## src/rtl/ofs_axi_fim_clk_pkg.sv

```systemverilog
// AXI FIM clock-domain constants shared by blocks on the AXI_FIM_CLK domain.
package ofs_axi_fim_clk_pkg;
    localparam int unsigned AXI_FIM_CLK_HZ = 400000000;
endpackage

```

## src/rtl/ofs_axi_fim_tmo_pkg.sv

```systemverilog
// Types and constants for the AXI FIM stall-timeout monitor.
package ofs_axi_fim_tmo_pkg;
    import ofs_axi_fim_clk_pkg::*;

    localparam int unsigned US_DIV = AXI_FIM_CLK_HZ / 1000000;

    typedef enum logic [1:0] {
        IDLE,
        STALL,
        TMO
    } t_tmo_state;
endpackage

```

## src/rtl/ofs_axi_fim_stall_timeout_mon_if.sv

```systemverilog
// Per-channel valid/ready bundle observed by the stall-timeout monitor.
interface ofs_axi_fim_stall_timeout_mon_if #(
    parameter int unsigned NUM_CH = 5
) ();
    logic [NUM_CH-1:0] valid;
    logic [NUM_CH-1:0] ready;

    modport master (output valid, input  ready);
    modport slave  (input  valid, output ready);
    modport mon    (input  valid, input  ready);
endinterface

```

## src/rtl/ofs_axi_fim_us_tick.sv

```systemverilog
// Free-running prescaler: one-cycle registered pulse every CLK_HZ/1e6 cycles.
module ofs_axi_fim_us_tick #(
    parameter int unsigned CLK_HZ = ofs_axi_fim_clk_pkg::AXI_FIM_CLK_HZ
) (
    input  logic clk,
    input  logic rst_n,
    output logic o_us_tick
);
    localparam int unsigned DIV = CLK_HZ / 1000000;
    localparam int unsigned CW  = (DIV > 1) ? $clog2(DIV) : 1;

    generate
        if ((CLK_HZ % 1000000) != 0 || DIV == 0) begin : g_bad_clk
            $error("ofs_axi_fim_us_tick: CLK_HZ must be a non-zero multiple of 1 MHz");
        end
    endgenerate

    logic [CW-1:0] cnt_q, cnt_d;
    logic          tick_q, tick_d;
    logic          wrap;

    assign wrap = (cnt_q == CW'(DIV - 1));

    always_comb begin
        cnt_d  = wrap ? '0 : cnt_q + CW'(1);
        tick_d = wrap;
    end

    always_ff @(posedge clk or negedge rst_n) begin
        if (!rst_n) begin
            cnt_q  <= '0;
            tick_q <= 1'b0;
        end else begin
            cnt_q  <= cnt_d;
            tick_q <= tick_d;
        end
    end

    assign o_us_tick = tick_q;
endmodule

```

## src/rtl/ofs_axi_fim_stall_timeout_mon.sv

```systemverilog
// Observes valid/ready channels and flags any held in valid-without-ready
// longer than a programmable number of microseconds.
module ofs_axi_fim_stall_timeout_mon
    import ofs_axi_fim_tmo_pkg::*;
#(
    parameter int unsigned CLK_HZ = ofs_axi_fim_clk_pkg::AXI_FIM_CLK_HZ,
    parameter int unsigned NUM_CH = 5,
    parameter int unsigned TMO_W  = 16,
    localparam int unsigned CH_W  = (NUM_CH > 1) ? $clog2(NUM_CH) : 1
) (
    input  logic                           clk,
    input  logic                           rst_n,
    input  logic                           i_enable,
    input  logic [TMO_W-1:0]               i_timeout_us,
    ofs_axi_fim_stall_timeout_mon_if.mon   vr,
    input  logic                           i_clear,
    output logic                           o_us_tick,
    output logic [NUM_CH-1:0]              o_tmo_pulse,
    output logic [NUM_CH-1:0]              o_tmo_sticky,
    output logic                           o_first_valid,
    output logic [CH_W-1:0]                o_first_ch
);
    generate
        if (NUM_CH < 1 || NUM_CH > 32) begin : g_bad_num_ch
            $error("ofs_axi_fim_stall_timeout_mon: NUM_CH must be 1..32");
        end
    endgenerate

    logic              us_tick;
    logic [NUM_CH-1:0] enter_tmo;

    ofs_axi_fim_us_tick #(
        .CLK_HZ (CLK_HZ)
    ) u_us_tick (
        .clk       (clk),
        .rst_n     (rst_n),
        .o_us_tick (us_tick)
    );

    assign o_us_tick = us_tick;

    for (genvar g = 0; g < NUM_CH; g++) begin : g_ch
        t_tmo_state       state_q, state_d;
        logic [TMO_W-1:0] cnt_q, cnt_d;
        logic [TMO_W-1:0] cnt_inc;
        logic             limit_hit;

        assign cnt_inc   = (cnt_q == '1) ? cnt_q : cnt_q + TMO_W'(1);
        // Compare one bit wider so the saturated count still reaches any limit.
        assign limit_hit = ({1'b0, cnt_q} + (TMO_W + 1)'(1)) >= {1'b0, i_timeout_us};

        always_comb begin
            state_d = state_q;
            cnt_d   = cnt_q;
            unique case (state_q)
                IDLE: begin
                    if (i_enable && vr.valid[g] && !vr.ready[g] && (i_timeout_us != '0)) begin
                        state_d = STALL;
                        cnt_d   = '0;
                    end
                end
                STALL: begin
                    if (!i_enable || (i_timeout_us == '0) || vr.ready[g] || !vr.valid[g]) begin
                        state_d = IDLE;
                        cnt_d   = '0;
                    end else if (us_tick) begin
                        cnt_d = cnt_inc;
                        if (limit_hit) begin
                            state_d = TMO;
                        end
                    end
                end
                TMO: begin
                    if (!i_enable || vr.ready[g] || !vr.valid[g]) begin
                        state_d = IDLE;
                        cnt_d   = '0;
                    end
                end
                default: begin
                    state_d = IDLE;
                    cnt_d   = '0;
                end
            endcase
        end

        always_ff @(posedge clk or negedge rst_n) begin
            if (!rst_n) begin
                state_q <= IDLE;
                cnt_q   <= '0;
            end else begin
                state_q <= state_d;
                cnt_q   <= cnt_d;
            end
        end

        assign enter_tmo[g] = (state_q == STALL) && (state_d == TMO);
    end

    logic [CH_W-1:0]   low_idx;
    logic [NUM_CH-1:0] pulse_q, pulse_d;
    logic [NUM_CH-1:0] sticky_q, sticky_d;
    logic              fv_q, fv_d;
    logic [CH_W-1:0]   fch_q, fch_d;

    always_comb begin
        logic found;
        found   = 1'b0;
        low_idx = '0;
        for (int unsigned i = 0; i < NUM_CH; i++) begin
            if (enter_tmo[i] && !found) begin
                low_idx = CH_W'(i);
                found   = 1'b1;
            end
        end
    end

    // A timeout entry coinciding with i_clear overrides the clear.
    always_comb begin
        pulse_d  = enter_tmo;
        sticky_d = (i_clear ? '0 : sticky_q) | enter_tmo;
        fv_d     = fv_q & ~i_clear;
        fch_d    = i_clear ? '0 : fch_q;
        if ((!fv_q || i_clear) && (enter_tmo != '0)) begin
            fv_d  = 1'b1;
            fch_d = low_idx;
        end
    end

    always_ff @(posedge clk or negedge rst_n) begin
        if (!rst_n) begin
            pulse_q  <= '0;
            sticky_q <= '0;
            fv_q     <= 1'b0;
            fch_q    <= '0;
        end else begin
            pulse_q  <= pulse_d;
            sticky_q <= sticky_d;
            fv_q     <= fv_d;
            fch_q    <= fch_d;
        end
    end

    assign o_tmo_pulse   = pulse_q;
    assign o_tmo_sticky  = sticky_q;
    assign o_first_valid = fv_q;
    assign o_first_ch    = fch_q;
endmodule
```

## src/flat_wrapper.sv

```systemverilog
// flat-port wrapper written by rule: the top's interface ports become plain ports
module ofs_axi_fim_stall_timeout_mon_flat import ofs_axi_fim_tmo_pkg::*;
#(
    parameter int unsigned CLK_HZ = ofs_axi_fim_clk_pkg::AXI_FIM_CLK_HZ,
    parameter int unsigned NUM_CH = 5,
    parameter int unsigned TMO_W  = 16,
    localparam int unsigned CH_W  = (NUM_CH > 1) ? $clog2(NUM_CH) : 1
)
  (clk, rst_n, i_enable, i_timeout_us, i_clear, o_us_tick, o_tmo_pulse, o_tmo_sticky, o_first_valid, o_first_ch, vr_valid, vr_ready);
  ofs_axi_fim_stall_timeout_mon_if #(.NUM_CH(NUM_CH)) vr_i ();
  input  logic clk;
  input  logic rst_n;
  input  logic i_enable;
  input  logic [TMO_W-1:0] i_timeout_us;
  input  logic i_clear;
  output logic o_us_tick;
  output logic [NUM_CH-1:0] o_tmo_pulse;
  output logic [NUM_CH-1:0] o_tmo_sticky;
  output logic o_first_valid;
  output logic [CH_W-1:0] o_first_ch;
  input wire logic [$bits(vr_i.valid)-1:0] vr_valid;
  input wire logic [$bits(vr_i.ready)-1:0] vr_ready;
  assign vr_i.valid = vr_valid;
  assign vr_i.ready = vr_ready;
  ofs_axi_fim_stall_timeout_mon #(.CLK_HZ(CLK_HZ), .NUM_CH(NUM_CH), .TMO_W(TMO_W)) u_core (.clk(clk), .rst_n(rst_n), .i_enable(i_enable), .i_timeout_us(i_timeout_us), .vr(vr_i), .i_clear(i_clear), .o_us_tick(o_us_tick), .o_tmo_pulse(o_tmo_pulse), .o_tmo_sticky(o_tmo_sticky), .o_first_valid(o_first_valid), .o_first_ch(o_first_ch));
endmodule
```

## config.mk

```make
export PLATFORM = sky130hd
export DESIGN_NAME = ofs_axi_fim_stall_timeout_mon_flat
export DESIGN_NICKNAME = d
export VERILOG_FILES = /design/src/rtl/ofs_axi_fim_clk_pkg.sv /design/src/rtl/ofs_axi_fim_tmo_pkg.sv /design/src/rtl/ofs_axi_fim_stall_timeout_mon_if.sv /design/src/rtl/ofs_axi_fim_us_tick.sv /design/src/rtl/ofs_axi_fim_stall_timeout_mon.sv /design/src/flat_wrapper.sv
export SDC_FILE = /design/constraint.sdc
export NUM_CORES = 1
export LEC_CHECK = 0
export CELL_PAD_IN_SITES_DETAIL_PLACEMENT = 0
export CELL_PAD_IN_SITES_GLOBAL_PLACEMENT = 1
export CORE_MARGIN = 10
export CORE_UTILIZATION = 50
export CTS_CLUSTER_SIZE = 40
export DETAILED_ROUTE_END_ITERATION = 10
export GPL_ROUTABILITY_DRIVEN = 1
export GPL_TIMING_DRIVEN = 0
export PLACE_DENSITY_LB_ADDON = 0.1
export SYNTH_ARGS = -nofsm -noshare
export SYNTH_HDL_FRONTEND = slang
export SYNTH_HIERARCHICAL = 1
export SYNTH_SLANG_ARGS = --single-unit
```

## constraint.sdc

```tcl
create_clock -name clk -period 11.2 [get_ports clk]
set_clock_uncertainty 0.1 [all_clocks]
set_input_delay 2.24 -clock clk [delete_from_list [all_inputs] [get_ports clk]]
set_output_delay 2.24 -clock clk [all_outputs]
set_load 0.05 [all_outputs]
```

==> impl_metrics.py <==
metrics = {
    "critical_path": {
        "critical_path_class": "in -> reg",
        "path_max_fanout": 10,
        "required_ns": 11.45,
        "cp-start-kind": "primary input",
        "endpoint_kind": "flip-flop",
        "arrival_ns": 5.61,
    },
    "timing": {
        "fmax_ghz": 0.1866,
        "finalCritPeriodShare_pct": 47.86,
        "layout_min_cycle_time_ns": 5.360,
        "setup_violations": 0,
        "hold_slack_ns": 0.3667,
        "hold_viol": 0,
        "tightest_slew_ns": 1.120,
        "relSlewSlack_pct": 25.09,
        "rsz0062_at_grt": "no",
        "finalMaxSlewViolations": 0,
        "tns_ns": 0,
    },
    "detailed_routing": {
        "vias_per_cell": 5.646,
        "ant_nets": 0,
        "num_vias": 7018,
        "drc": 0,
        "wire_per_inst_um": 17.60,
        "wl_mm": 21.88,
        "drt_iter0_drc": 397,
        "drtPass1Iterations": 5,
    },
    "clock_network": {
        "cts_tree": "yes",
        "root_buffer": "clkbuf_16",
        "holdBufCountCts": 0,
        "worstSkewPairLatency_ns": 0.42,
        "clk_pin_slew_worst_paths_ns": 0.05,
        "numCtsBuffers": 17,
        "htree_levels": 4,
        "clkSinkCount": 114,
        "cts_resized": 0,
        "cts_setup_buffers": 0,
        "ctsLongestPathBuffers": 2,
    },
    "global_routing": {
        "grt_usage_pct": 20.31,
        "grt_start_max_net_pins": 60,
        "first_global_vias": 6667,
        "grt_first_pass_wirelength_mm": 35.65,
        "grt_overflow": 0,
        "grt_antenna_before_repair": 0,
    },
    "yosys": {
        "ys_ff_latch": 114,
        "synth_edf_count": 0,
        "ys_seq_area_share_pct": 34.97,
        "synthTopCellsByCount": "nand2_1 (140), dfrtp_1 (114), ha_1 (86)",
        "syn-cell-area_um2": 8157,
        "syn-num-nets": 1067,
        "synthMostInstantiatedCell": "nand2_1",
        "synth_top_cell_by_area": "dfrtp_1",
        "synthDistinctLibCells": 62,
        "async_reset_ff_share_pct": 100.0,
        "yosysTopAreaCellShare_pct": 34.97,
        "synth.avg_cell_area_um2": 8.577,
        "yosys-top-cells-area": "dfrtp_1 (35%), ha_1 (13%), nand2_1 (6.4%)",
        "synth_flop_cell": "dfrtp_1",
        "syn_inst": 951,
        "ys_warn_count": 6,
    },
    "pwr": {
        "ir_drop_mv": 0.1026,
        "switching_share_pct": 22.07,
        "internal_power_uw": 845.8,
        "p_seq_share_pct": 38.2,
        "leakagePower_uw": 0.004518,
        "combPwrFrac_pct": 6.2,
        "clkPwrFrac_pct": 55.6,
        "switchingPower_uw": 239.5,
        "p_per_area_nw_per_um2": 113.7,
    },
    "cells_and_area": {
        "fin_nets": 1131,
        "layout-area-overhead-vs-synth_pct": 17.04,
        "final_util_pct": 59.88,
        "drive_above_1_share_pct": 5.258,
        "diodes": 0,
        "finalInstanceArea_um2": 9547,
    },
    "hold_path": {
        "hold_class": "reg -> reg",
    },
    "placed_design": {
        "hpwl_mm": 15.81,
        "placed_area_um2": 8896,
        "portBuffers": 44,
        "gp_congestion": 0.8507,
    },
    "die": {
        "ios": 45,
        "placementRows": 46,
        "fp.dieH_um": 147.7,
        "dieArea_um2": 21820,
        "die_x_um": 147.7,
        "start_util_pct": 51.16,
        "design.core.area_um2": 15940,
    },
    "status": {
        "status": "finished clean",
    },
    "run": {
        "maxCapViolCount": 0,
    },
}
-- power by group through the flow --
stage,clock [µW],sequential (µW),combinational (µW)
2_1_floorplan,0,421,30.2
3_3_place_gp,0,422,66.2
3_5_place_dp,0,421,68.1
4_1_cts,616,414,68.4
5_1_grt,633,414,75.1
6_report,603,414,67.8
-- worst paths after layout --
path                                     startpoint                        to  slack, ns  cells past startpoint
setup reg to reg            u_core/g_ch[1].cnt_q[2]      u_core/o_first_ch[2]       6.86                     15
min in group asynchronous                     rst_n   u_core/g_ch[4].cnt_q[5]       1.68                      1
hold reg to reg            u_core/g_ch[3].cnt_q[15]  u_core/g_ch[3].cnt_q[15]       0.37                      2
max in group asynchronous                     rst_n   u_core/g_ch[1].cnt_q[1]       8.63                      2
hold / removal             u_core/g_ch[3].cnt_q[15]  u_core/g_ch[3].cnt_q[15]       0.37                      2
setup / recovery                    i_timeout_us[0]   u_core/g_ch[3].cnt_q[6]       5.84                     12
-- state kept, by name, summed over array words and instances, names as in the netlist --
signal and cells:
u_core/g_ch.cnt_q 80, u_core/g_ch.state_q 10, u_core/u_us_tick/cnt_q 9, u_core/o_tmo_pulse 5
u_core/o_tmo_sticky 5, u_core/o_first_ch 3, u_core/o_first_valid 1, u_core/u_us_tick/o_us_tick 1
-- per-stage QoR --
stage          power [µW]  instances  setup WS [ns]
5_1_grt              1122       1243          5.706
2_1_floorplan       451.4        951          6.809
4_1_cts              1099       1243          5.935
3_5_place_dp        489.5       1212          5.523
6_report             1085       1243          5.840
3_3_place_gp        487.9       1211          3.011
-- worst max-delay path: stages --
cell	delay (ns)
clkdlybuf4s50_1	0.81
nor4_1	0.10
and4_1	0.22
clkbuf_1	0.18
buf_2	0.24
nor2_1	0.14
clkbuf_1	0.42
a31oi_1	0.15
o32ai_1	0.58
buf_2	0.37
nand2_1	0.07
nand2_1	0.08
-- layout by cell type (no fill, tap or decap), drive strengths merged, types with 6 or more instances in the layout --
cell	n
o32ai	6
o21bai	6
nor2	74
nand4	27
nand2	141
and3	21
nand3	51
ha	86
inv	37
clkinv	6
xor2	32
nor4	10
a31oi	16
dfrtp	114
buf	8
clkdlybuf4s50	43
o21a	9
clkbuf	40
nor3	7
o31ai	17
nor2b	9
nand2b	32
o21ai	68
xnor2	43
a21o	9
and2	8
a21oi	49
-- cells by family (layout without fill, tap and decap cells) --
family / after synthesis / count (layout) / synth area share [%]
fa+ha+maj: 86 / 86 / 13.19
buf+inv: 65 / 141 / 3.191
simple gates: 404 / 404 / 24.65
xor+xnor: 75 / 75 / 8.053
flops: 114 / 114 / 34.97
mux: 2 / 2 / 0.2454
compound gates: 205 / 205 / 15.69
-- final cells by class --
type                    instances  area, µm²
plain buffers                  25      105.1
inverters                      40      155.1
clock buffers                  21      470.5
fillers                      1491       6396
clock inverters                10      180.2
multi-input cells             772       5044
repair buffers                 45      469.2
well taps                     216      270.3
flip-flops and latches        114       2853
-- metal layers --
metal	vias to the layer above	share of wire, %	global-route usage, %
met4	0	1.5	5.699
met1	3356	47	27.51
li1	3520	-	-
met2	120	47	32.15
met5	-	0	0
met3	22	4.1	4.090
(Power assumes the default switching activity.)
